--- config.mk ---
export PLATFORM = sky130hd
export DESIGN_NAME = wb_arbiter_flat
export DESIGN_NICKNAME = d
export VERILOG_FILES = /design/src/rtl/wb_arbiter_if.sv /design/src/rtl/wb_arbiter.sv /design/src/flat_wrapper.sv
export SDC_FILE = /design/constraint.sdc
export NUM_CORES = 1
export LEC_CHECK = 0
export ABC_AREA = 1
export BUFFER_PORTS_ARGS = -buffer_cell sky130_fd_sc_hd__buf_2
export CAP_MARGIN = 10
export CELL_PAD_IN_SITES_DETAIL_PLACEMENT = 1
export CELL_PAD_IN_SITES_GLOBAL_PLACEMENT = 2
export CORE_UTILIZATION = 34
export CTS_CLUSTER_DIAMETER = 30
export DETAILED_ROUTE_END_ITERATION = 8
export PLACE_DENSITY = 0.87
export SLEW_MARGIN = 0
export SYNTH_ARGS = -nofsm -noshare
export SYNTH_HDL_FRONTEND = slang
export SYNTH_SLANG_ARGS = --single-unit
--- constraint.sdc ---
create_clock -name clk -period 6.9 [get_ports clk]
set_input_delay 1.38 -clock clk [delete_from_list [all_inputs] [get_ports clk]]
set_output_delay 1.38 -clock clk [all_outputs]
set_load 0.02 [all_outputs]
--- src/rtl/wb_arbiter_if.sv ---
// wb_arbiter_if: FU result handshake and writeback lanes shared by wb_arbiter and its users
// master: FU/result side (drives fu_*, observes fu_ready and wb_*); slave: the arbiter
interface wb_arbiter_if #(
  parameter int FU_COUNT = 4,
  parameter int WB_PORTS = 3,
  parameter int PRN_BITS = 6,
  parameter int INST_ID_BITS = 6,
  parameter int DATA_BITS = 64,
  parameter int SRC_BITS = (FU_COUNT > 1) ? $clog2(FU_COUNT) : 1
);
  logic [FU_COUNT-1:0] fu_valid;
  logic [FU_COUNT-1:0] fu_ready;
  logic [FU_COUNT-1:0][INST_ID_BITS-1:0] fu_inst_id;
  logic [FU_COUNT-1:0] fu_prn_valid;
  logic [FU_COUNT-1:0][PRN_BITS-1:0] fu_prn;
  logic [FU_COUNT-1:0][DATA_BITS-1:0] fu_data;
  logic [WB_PORTS-1:0] wb_valid;
  logic [WB_PORTS-1:0][INST_ID_BITS-1:0] wb_inst_id;
  logic [WB_PORTS-1:0] wb_prn_valid;
  logic [WB_PORTS-1:0][PRN_BITS-1:0] wb_prn;
  logic [WB_PORTS-1:0][DATA_BITS-1:0] wb_data;
  logic [WB_PORTS-1:0][SRC_BITS-1:0] wb_fu_src;
  modport master (
    output fu_valid, fu_inst_id, fu_prn_valid, fu_prn, fu_data,
    input fu_ready, wb_valid, wb_inst_id, wb_prn_valid, wb_prn, wb_data, wb_fu_src
  );
  modport slave (
    input fu_valid, fu_inst_id, fu_prn_valid, fu_prn, fu_data,
    output fu_ready, wb_valid, wb_inst_id, wb_prn_valid, wb_prn, wb_data, wb_fu_src
  );
endinterface

--- src/rtl/wb_arbiter.sv ---
// wb_arbiter: round-robin sharing of WB_PORTS registered writeback lanes among FU_COUNT one-entry result buffers
// Ports: clk; rst (async, active-low); flush (sync, drops everything held);
//        bus (slave): fu_valid/fu_ready handshake with fu_* payload in, wb_* lanes out
module wb_arbiter #(
  parameter int FU_COUNT = 4,
  parameter int WB_PORTS = 3,
  parameter int PRN_BITS = 6,
  parameter int INST_ID_BITS = 6,
  parameter int DATA_BITS = 64
) (
  input logic clk,
  input logic rst,
  input logic flush,
  wb_arbiter_if.slave bus
);
  localparam int SB = (FU_COUNT > 1) ? $clog2(FU_COUNT) : 1;
  logic [FU_COUNT-1:0] buf_v, buf_pv, grant, load;
  logic [FU_COUNT-1:0][INST_ID_BITS-1:0] buf_id;
  logic [FU_COUNT-1:0][PRN_BITS-1:0] buf_prn;
  logic [FU_COUNT-1:0][DATA_BITS-1:0] buf_data;
  logic [SB-1:0] rr_ptr, next_ptr, idx;
  logic [WB_PORTS-1:0] lane_v;
  logic [WB_PORTS-1:0][SB-1:0] lane_src;
  int cnt;
  // Scan from rr_ptr; the k-th occupied buffer found lands on lane k, so lanes stay packed.
  always_comb begin
    grant = '0;
    lane_v = '0;
    lane_src = '0;
    next_ptr = rr_ptr;
    idx = '0;
    cnt = 0;
    for (int k = 0; k < FU_COUNT; k++) begin
      idx = SB'((int'(rr_ptr) + k) % FU_COUNT);
      if (!flush && buf_v[idx] && cnt < WB_PORTS) begin
        grant[idx] = 1'b1;
        for (int l = 0; l < WB_PORTS; l++) begin
          if (l == cnt) begin
            lane_v[l] = 1'b1;
            lane_src[l] = idx;
          end
        end
        next_ptr = SB'((int'(idx) + 1) % FU_COUNT);
        cnt = cnt + 1;
      end
    end
  end
  // A buffer being granted this cycle may be refilled on the same edge.
  assign bus.fu_ready = {FU_COUNT{rst & ~flush}} & (~buf_v | grant);
  assign load = bus.fu_valid & bus.fu_ready;
  always_ff @(posedge clk or negedge rst) begin
    if (!rst) begin
      buf_v <= '0;
      buf_pv <= '0;
      buf_id <= '0;
      buf_prn <= '0;
      buf_data <= '0;
      rr_ptr <= '0;
      bus.wb_valid <= '0;
      bus.wb_inst_id <= '0;
      bus.wb_prn_valid <= '0;
      bus.wb_prn <= '0;
      bus.wb_data <= '0;
      bus.wb_fu_src <= '0;
    end else begin
      rr_ptr <= flush ? '0 : next_ptr;
      for (int i = 0; i < FU_COUNT; i++) begin
        buf_v[i] <= !flush && (load[i] || (buf_v[i] && !grant[i]));
        if (load[i]) begin
          buf_id[i] <= bus.fu_inst_id[i];
          buf_pv[i] <= bus.fu_prn_valid[i];
          buf_prn[i] <= bus.fu_prn[i];
          buf_data[i] <= bus.fu_data[i];
        end
      end
      for (int l = 0; l < WB_PORTS; l++) begin
        bus.wb_valid[l] <= lane_v[l];
        bus.wb_inst_id[l] <= lane_v[l] ? buf_id[lane_src[l]] : '0;
        bus.wb_prn_valid[l] <= lane_v[l] ? buf_pv[lane_src[l]] : 1'b0;
        bus.wb_prn[l] <= lane_v[l] ? buf_prn[lane_src[l]] : '0;
        bus.wb_data[l] <= lane_v[l] ? buf_data[lane_src[l]] : '0;
        bus.wb_fu_src[l] <= lane_v[l] ? lane_src[l] : '0;
      end
    end
  end
endmodule
--- src/flat_wrapper.sv ---
// flat-port wrapper written by rule: the top's interface ports become plain ports
module wb_arbiter_flat 
#(
  parameter int FU_COUNT = 4,
  parameter int WB_PORTS = 3,
  parameter int PRN_BITS = 6,
  parameter int INST_ID_BITS = 6,
  parameter int DATA_BITS = 64
)
  (clk, rst, flush, bus_fu_valid, bus_fu_inst_id, bus_fu_prn_valid, bus_fu_prn, bus_fu_data, bus_fu_ready, bus_wb_valid, bus_wb_inst_id, bus_wb_prn_valid, bus_wb_prn, bus_wb_data, bus_wb_fu_src);
  wb_arbiter_if #(.FU_COUNT(FU_COUNT), .WB_PORTS(WB_PORTS), .PRN_BITS(PRN_BITS), .INST_ID_BITS(INST_ID_BITS), .DATA_BITS(DATA_BITS)) bus_i ();
  input logic clk;
  input logic rst;
  input logic flush;
  input wire logic [$bits(bus_i.fu_valid)-1:0] bus_fu_valid;
  input wire logic [$bits(bus_i.fu_inst_id)-1:0] bus_fu_inst_id;
  input wire logic [$bits(bus_i.fu_prn_valid)-1:0] bus_fu_prn_valid;
  input wire logic [$bits(bus_i.fu_prn)-1:0] bus_fu_prn;
  input wire logic [$bits(bus_i.fu_data)-1:0] bus_fu_data;
  output wire logic [$bits(bus_i.fu_ready)-1:0] bus_fu_ready;
  output wire logic [$bits(bus_i.wb_valid)-1:0] bus_wb_valid;
  output wire logic [$bits(bus_i.wb_inst_id)-1:0] bus_wb_inst_id;
  output wire logic [$bits(bus_i.wb_prn_valid)-1:0] bus_wb_prn_valid;
  output wire logic [$bits(bus_i.wb_prn)-1:0] bus_wb_prn;
  output wire logic [$bits(bus_i.wb_data)-1:0] bus_wb_data;
  output wire logic [$bits(bus_i.wb_fu_src)-1:0] bus_wb_fu_src;
  assign bus_i.fu_valid = bus_fu_valid;
  assign bus_i.fu_inst_id = bus_fu_inst_id;
  assign bus_i.fu_prn_valid = bus_fu_prn_valid;
  assign bus_i.fu_prn = bus_fu_prn;
  assign bus_i.fu_data = bus_fu_data;
  assign bus_fu_ready = bus_i.fu_ready;
  assign bus_wb_valid = bus_i.wb_valid;
  assign bus_wb_inst_id = bus_i.wb_inst_id;
  assign bus_wb_prn_valid = bus_i.wb_prn_valid;
  assign bus_wb_prn = bus_i.wb_prn;
  assign bus_wb_data = bus_i.wb_data;
  assign bus_wb_fu_src = bus_i.wb_fu_src;
  wb_arbiter #(.FU_COUNT(FU_COUNT), .WB_PORTS(WB_PORTS), .PRN_BITS(PRN_BITS), .INST_ID_BITS(INST_ID_BITS), .DATA_BITS(DATA_BITS)) u_core (.clk(clk), .rst(rst), .flush(flush), .bus(bus_i));
endmodule
## After elaboration in Yosys (flattened, before gate mapping)

Cells that the tools add are included.

| storage, ports and cells | value |
|---|---|
| register bits | 554 |
| input port bits | 315 |
| output and inout port bits | 244 |
| word-level logic and storage cells | 194 |

| cells by class | value |
|---|---|
| add/subtract/negate cells | 8 |
| order comparisons | 14 |
| eq/ne operators | 6 |
| multiplexer cells | 93 |
| bitwise gates (word level) | 9 |
| reduce and logical (&&, ||, !) cells | 32 |

Operators with widths:

| operator | number |
|---|---|
| 64-bit binary-select mux with 2-bit select | 3 |
| 64-bit two-way mux | 6 |
| 32-bit logical NOT | 3 |
| 6-bit two-way mux | 15 |
| 6-bit binary-select mux with 2-bit select | 6 |
| 2-bit by 32-bit equality test with 1-bit output (first input constant) | 2 |
| 3-bit by 32-bit equality test with 1-bit output (first input constant) | 2 |
| 32-bit by 3-bit < comparator with 1-bit output (second input constant) | 2 |
| 32-bit two-way mux | 2 |
| 2-bit two-way mux | 18 |
| 32-bit by 2-bit adder with 32-bit output (second input constant) | 1 |
| 1-bit two-way mux | 25 |
| 2-bit by 3-bit < comparator with 1-bit output (second input constant) | 7 |
| 1-bit logical AND | 19 |
| 4-bit two-way mux | 4 |
| 4-bit OR | 4 |
| 1-bit binary-select mux with 2-bit select | 7 |
| 3-bit two-way mux | 3 |
| 2-bit by 1-bit adder with 2-bit output (second input constant) | 4 |
| 4-bit AND | 2 |
| 1-bit demux with 2-bit select | 4 |
| 2-bit by 1-bit >= comparator with 1-bit output (second input constant) | 4 |
| 1-bit logical NOT | 5 |
| 5-bit nonzero test | 1 |
| 9 further kinds | 13 |

## Depth between registers and ports, before layout

| depth | value |
|---|---|
| depth after elaboration | 18 |
| gate-level depth with buffers | 22 |
| gate-level depth less buffers | 18 |

## Worst setup path after synthesis

Ideal clock, no wire load.

| timing | value |
|---|---|
| path kind | input to output |
| start point | in flush |
| end point | out bus_fu_ready[2] |
| data arrival time | 3.395 ns |
| required time | 5.520 ns |
| slack | 2.125 ns |
| cell stages on the path | 12 |
| buffers on the path | 1 |
| cells stage by stage | inv_1 -> buf_2 -> nand3_1 -> inv_1 -> ha_1 -> nand2_1 -> nand3_4 -> nand3_1 -> nand2_1 -> inv_2 -> nand2_1 -> a21oi_1 |

| on the way | value |
|---|---|
| longest elaborated chain between the ends | 14 |
| elaborated cells on any way between the ends | 27 |
| those cells by class | 2 x add/sub; 3 x order compare; 7 x mux; 7 x bitwise; 8 x reduce/logical |

RTL lines:

| what | line | source |
|---|---|---|
| from (decl) | flat_wrapper.sv:14 | `input logic flush;` |
| 1-bit logical NOT | wb_arbiter.sv:35 | `if (!flush && buf_v[idx] && cnt < WB_PORTS) begin` |
| 1-bit logical AND | wb_arbiter.sv:35 |  |
| 1-bit two-way mux | wb_arbiter.sv:35 |  |
| 1-bit by 2-bit < comparator with 1-bit output | wb_arbiter.sv:35 |  |
| 1-bit logical AND | wb_arbiter.sv:35 |  |
| 32-bit two-way mux | wb_arbiter.sv:35 |  |
| 32-bit by 3-bit < comparator with 1-bit output | wb_arbiter.sv:35 |  |
| 1-bit logical AND | wb_arbiter.sv:35 |  |
| 32-bit two-way mux | wb_arbiter.sv:35 |  |
| 32-bit by 3-bit < comparator with 1-bit output | wb_arbiter.sv:35 |  |
| 1-bit logical AND | wb_arbiter.sv:35 |  |
| 4-bit two-way mux | wb_arbiter.sv:35 |  |
| 4-bit OR | wb_arbiter.sv:49 | `assign bus.fu_ready = {FU_COUNT{rst & ~flush}} & (~buf_v \| grant);` |
| 4-bit AND (*) | wb_arbiter.sv:49 |  |
| to (decl) | flat_wrapper.sv:20 | `output wire logic [$bits(bus_i.fu_ready)-1:0] bus_fu_ready;` |

Mark *: on every way between the ends. The rest lies on a longest branch, timed or not.

## Final worst setup path

| timing | value |
|---|---|
| start point | reg u_core.rr_ptr[0] |
| end point | out bus_fu_ready[2] |

| on the way | value |
|---|---|
| longest elaborated chain between the ends | 15 |
| elaborated cells on any way between the ends | 55 |
| those cells by class | 5 x add/sub; 11 x order compare; 23 x mux; 5 x bitwise; 11 x reduce/logical |

RTL lines:

| what | line | source |
|---|---|---|
| from (decl) | wb_arbiter.sv:21 | `logic [SB-1:0] rr_ptr, next_ptr, idx;` |
| from (signal assigned) | wb_arbiter.sv:66 | `rr_ptr <= flush ? '0 : next_ptr;` |
| 1-bit binary-select mux with 2-bit select | wb_arbiter.sv:35 |  |
| 1-bit two-way mux (implied by the code) | wb_arbiter.sv:35 |  |
| 1-bit logical AND | wb_arbiter.sv:35 |  |
| 1-bit two-way mux | wb_arbiter.sv:35 |  |
| 1-bit by 2-bit < comparator with 1-bit output | wb_arbiter.sv:35 |  |
| 1-bit logical AND | wb_arbiter.sv:35 |  |
| 32-bit two-way mux | wb_arbiter.sv:35 |  |
| 32-bit by 3-bit < comparator with 1-bit output | wb_arbiter.sv:35 |  |
| 1-bit logical AND | wb_arbiter.sv:35 |  |
| 32-bit two-way mux | wb_arbiter.sv:35 |  |
| 32-bit by 3-bit < comparator with 1-bit output | wb_arbiter.sv:35 |  |
| 1-bit logical AND | wb_arbiter.sv:35 |  |
| 4-bit two-way mux (*) | wb_arbiter.sv:35 |  |
| 4-bit OR (*) | wb_arbiter.sv:49 |  |
| 4-bit AND (*) | wb_arbiter.sv:49 |  |

Mark *: on every way between the ends. The rest lies on a longest branch, timed or not. The select of a mux whose other input is x is not followed.

==> summary.md <==
| Metric | Value |
|---|---|
| Static Leakage | 0.0204 uW |
| Cells taking the most area after synthesis | dfrtp_1 46%, nand2_1 16%, nand3_1 11% |
| Path length in cells of the critical path | 15 |
| Number of nets in the layout | 4,846 |
| Worst setup SP type | register |
| Worst endpoint required time | 5520 ps |
| Final critical delay including setup and external delays | 5870 ps |
| Starting Density | 0.343 |
| Initial antenna violation count | 5 |
| Number of buffers created by CTS | 153 |
| Portion of the post-synthesis area used by sequential elements | 0.465 |
| Number of warnings reported in the yosys synthesis log | 0 |
| Total wire length | 148,000 um |
| Number of placed I/O pins | 559 |
| Crit-path leading delay family | simple AND/OR/NAND/NOR gates |
| Clock input transition at the sequential cells of the worst setup and hold paths | 40 ps |
| Number of global-route vias before repair | 33,757 |
| TritonCTS clock tree | built |
| Final-report setup violation count | 0 |
| Num Clock Sinks | 554 |
| Hold-fix buffers, CTS | 0 |
| Number of antenna cells inserted | 0 |
| Cells along the critical path | inv_2, ha_1, inv_2, nand3_1, nand3_2, inv_2, ha_1, nand2_1, nand3_4, nand3_1, nand2_1, inv_2, nand2_1, a21oi_1, buf_2 |
| Cell row count | 108 |
| Final setup skew | 29.8 ps |
| Hold path depth | 2 |
| Area of the placeable core | 0.0869 mm2 |
| Maximum net fanout on the critical path | 14 |
| Number of optimization iterations in the first detailed-route pass | 5 |
| Total nets after synthesis | 4,433 |
| Min-delay worst type | register to register |
| PostCTS Resize Cnt | 0 |
| Unrepaired setup endpoints after global routing | no |
| Status | completed |
| Initial DRC count | 3,056 |
| Sum Neg Setup Slack | 0 ps |
| WS Path Type | register to primary output |
| Pre-CTS setup slack | 1450 ps |
| Area share of the leading cell type in the synthesized netlist | 0.465 |
| Post-synthesis instance area | 0.0298 mm2 |
| Peak Freq | 170 MHz |
| DRC errors left | 0 |
| Sum of overflow across all layers after global routing | 0 |
| Chip Width | 298 um |
| Number of cells on the worst reg-to-reg path | 17 |
| Post-route standard cell area excluding fillers | 0.0386 mm2 |
| Critical-path top delay cell | dfrtp_1 |
| Cell taking the most area after synthesis | dfrtp_1 |
| Gate count after technology mapping | 4,108 |
| Fill cell count | 10,745 |
| Final setup margin | 1030 ps |
| P&R area growth vs syn | 29.3% |
| Final Wtd Congestion | 0.853 |
| Maximum vdd drop | 0.447 mV |
| Number of nets still failing antenna checks after routing | 0 |
| First-pass GRT wire length | 220,000 um |
| Share of final-layout standard cells stronger than drive strength 1 | 0.198 |
| Placed Instance Area | 0.0332 mm2 |
| Clock network latency to the later pin of the worst-skew pair | 730 ps |
| Number of pins with negative max-slew slack in the final report | 0 |
| Bufs on Longest Clock Path | 3 |
| # port buffers | 558 |
| Relative max-transition margin | 0.180 |
| Area of the die | 0.0889 mm2 |
| Data arrival at the endpoint of the critical path | 4490 ps |
| Total routing resource utilization after global routing | 0.329 |
| Flip-flop and latch count after synthesis | 554 |
| Number of max-cap violations | 0 |
| Routed via count | 32,697 |
| Delay of the slowest cell on the worst path | 710 ps |
| Most Frequent Cell on Critical Path | inv_2 |
| Number of buffer and inverter stages on the critical path | 5 |
| Syn Area/Cell | 7.26 um2 |
| Power Density | 486 mW/mm2 |
| Setup bufs post-CTS | 0 |
| Post-route fraction of the period consumed by the critical path | 0.851 |
| Post-detailed-route wirelength per cell | 25.5 um |
| CTS root buf | clkbuf_16 |
| Count of distinct cell types in the synthesized netlist | 31 |
| Capturing element type of the critical path | primary output |
| HPWL after detailed placement | 86,400 um |
| Vertical die dimension | 298 um |
| Pin count of the biggest net entering global routing | 155 |
| Total count of hold-check failures in the final report | 0 |
| Count of H-tree levels built during CTS | 4 |
| Least-Margin Pin Slew | 1230 ps |
| Post-layout power | 18,700 uW |
| Routed vias/inst | 5.64 |
kinds of logic after synthesis:
kind of cell / count (synthesis) / synth area share
buffers and inverters: 474 / 0.0719
AO/OA/AOI/OAI: 178 / 0.0375
adder cells (fa/ha/maj): 10 / 0.00445
flip-flops: 554 / 0.465
AND/OR/NAND/NOR: 2892 / 0.421
state kept, by name, summed over array words and instances, names as in the netlist:
name,cells
u_core.bus.wb_data,192
u_core.buf_prn,24
u_core.bus.wb_valid,3
u_core.rr_ptr,2
u_core.bus.wb_inst_id,18
u_core.bus.wb_prn_valid,3
u_core.buf_v,4
u_core.buf_data,256
u_core.buf_pv,4
u_core.buf_id,24
u_core.bus.wb_fu_src,6
u_core.bus.wb_prn,18
power breakdown:
group          switching (uW)  internal (uW)  total [uW]
combinational            4900           1800        6700
sequential                641           3980        4620
clock                    2200           5210        7410
metal layers:
| metal | vias to the layer above | global-route usage | share of wire |
|---|---|---|---|
| met1 | 16346 | 0.439 | 0.42 |
| li1 | 14326 | - | - |
| met5 | - | 0 | 0.00018 |
| met3 | 397 | 0.0562 | 0.071 |
| met4 | 4 | 0.163 | 0.048 |
| met2 | 1624 | 0.512 | 0.46 |
layout by cell type (no fill, tap or decap), types with 3 or more instances in the layout:
master      count
nand3_4         9
inv_2           6
inv_4           4
clkbuf_16     156
inv_6           4
nand2_1      1286
nand3_1       631
clkinv_4        6
nand3_2         4
ha_1            9
a21oi_1         9
dfrtp_1       554
o21ai_0        61
clkinv_2       21
nand2_4        13
a21boi_0       76
o21ai_4         3
clkbuf_1       21
buf_12         13
nor2_1        628
bufinv_16      23
buf_4          51
clkbuf_8       24
clkinvlp_4     16
o21ai_1        24
inv_1         102
clkinv_8        5
nand4_1       314
buf_2         553
worst min-delay path, stage by stage, from the launching register on:
cell     delay, ps
dfrtp_1        340
nand2_1         50
nand2_1         40
cells in the mapped netlist, drive strengths merged:
| master | instances |
|---|---|
| a21boi | 76 |
| a21oi | 9 |
| nor3 | 2 |
| inv | 113 |
| nand2 | 1301 |
| nor2 | 631 |
| dfrtp | 554 |
| o21ai | 88 |
| ha | 9 |
| nand3 | 644 |
| buf | 195 |
| clkbuf | 165 |
| fa | 1 |
| clkinv | 1 |
| o211ai | 1 |
| nand4 | 314 |
| o22ai | 2 |
| a211oi | 2 |
final timing paths:
| path | end | slack [ps] | start |
|---|---|---|---|
| min reg2reg | u_core.buf_data[195]$_DFFE_PN0P_ | 470 | u_core.buf_data[195]$_DFFE_PN0P_ |
| max | bus_fu_ready[2] | 1030 | u_core.rr_ptr[0]$_DFFE_PN0P_ |
| min | u_core.buf_data[195]$_DFFE_PN0P_ | 470 | u_core.buf_data[195]$_DFFE_PN0P_ |
| max in group asynchronous | u_core.buf_data[171]$_DFFE_PN0P_ | 4060 | rst |
| min in group asynchronous | u_core.buf_id[18]$_DFFE_PN0P_ | 650 | rst |
| max reg2reg | u_core.bus.wb_data[66]$_DFF_PN0_ | 1610 | u_core.rr_ptr[0]$_DFFE_PN0P_ |
cell type report:
type | instances | area (um2) | share of cell area
multi-input combinational | 3080 | 14000 | 0.363
inverter | 114 | 447 | 0.0116
timing repair buffer | 618 | 3430 | 0.0889
clock inverter | 74 | 1080 | 0.0280
clock buffer | 201 | 4310 | 0.112
sequential | 554 | 13900 | 0.360
tap | 1155 | 1450 | 0.0375
through the flow:
| stage | cells | utilization | hold slack [ps] |
|---|---|---|---|
| detailed placement | 5521 | 0.382 | 458 |
| finish | 5796 | 0.444 | 468 |
| floorplan | 4108 | - | 442 |
| CTS | 5796 | 0.444 | 470 |
| global route | 5796 | 0.444 | 491 |
| global placement | 5521 | 0.382 | 455 |
No activity file was read; power rests on OpenSTA's default activity.
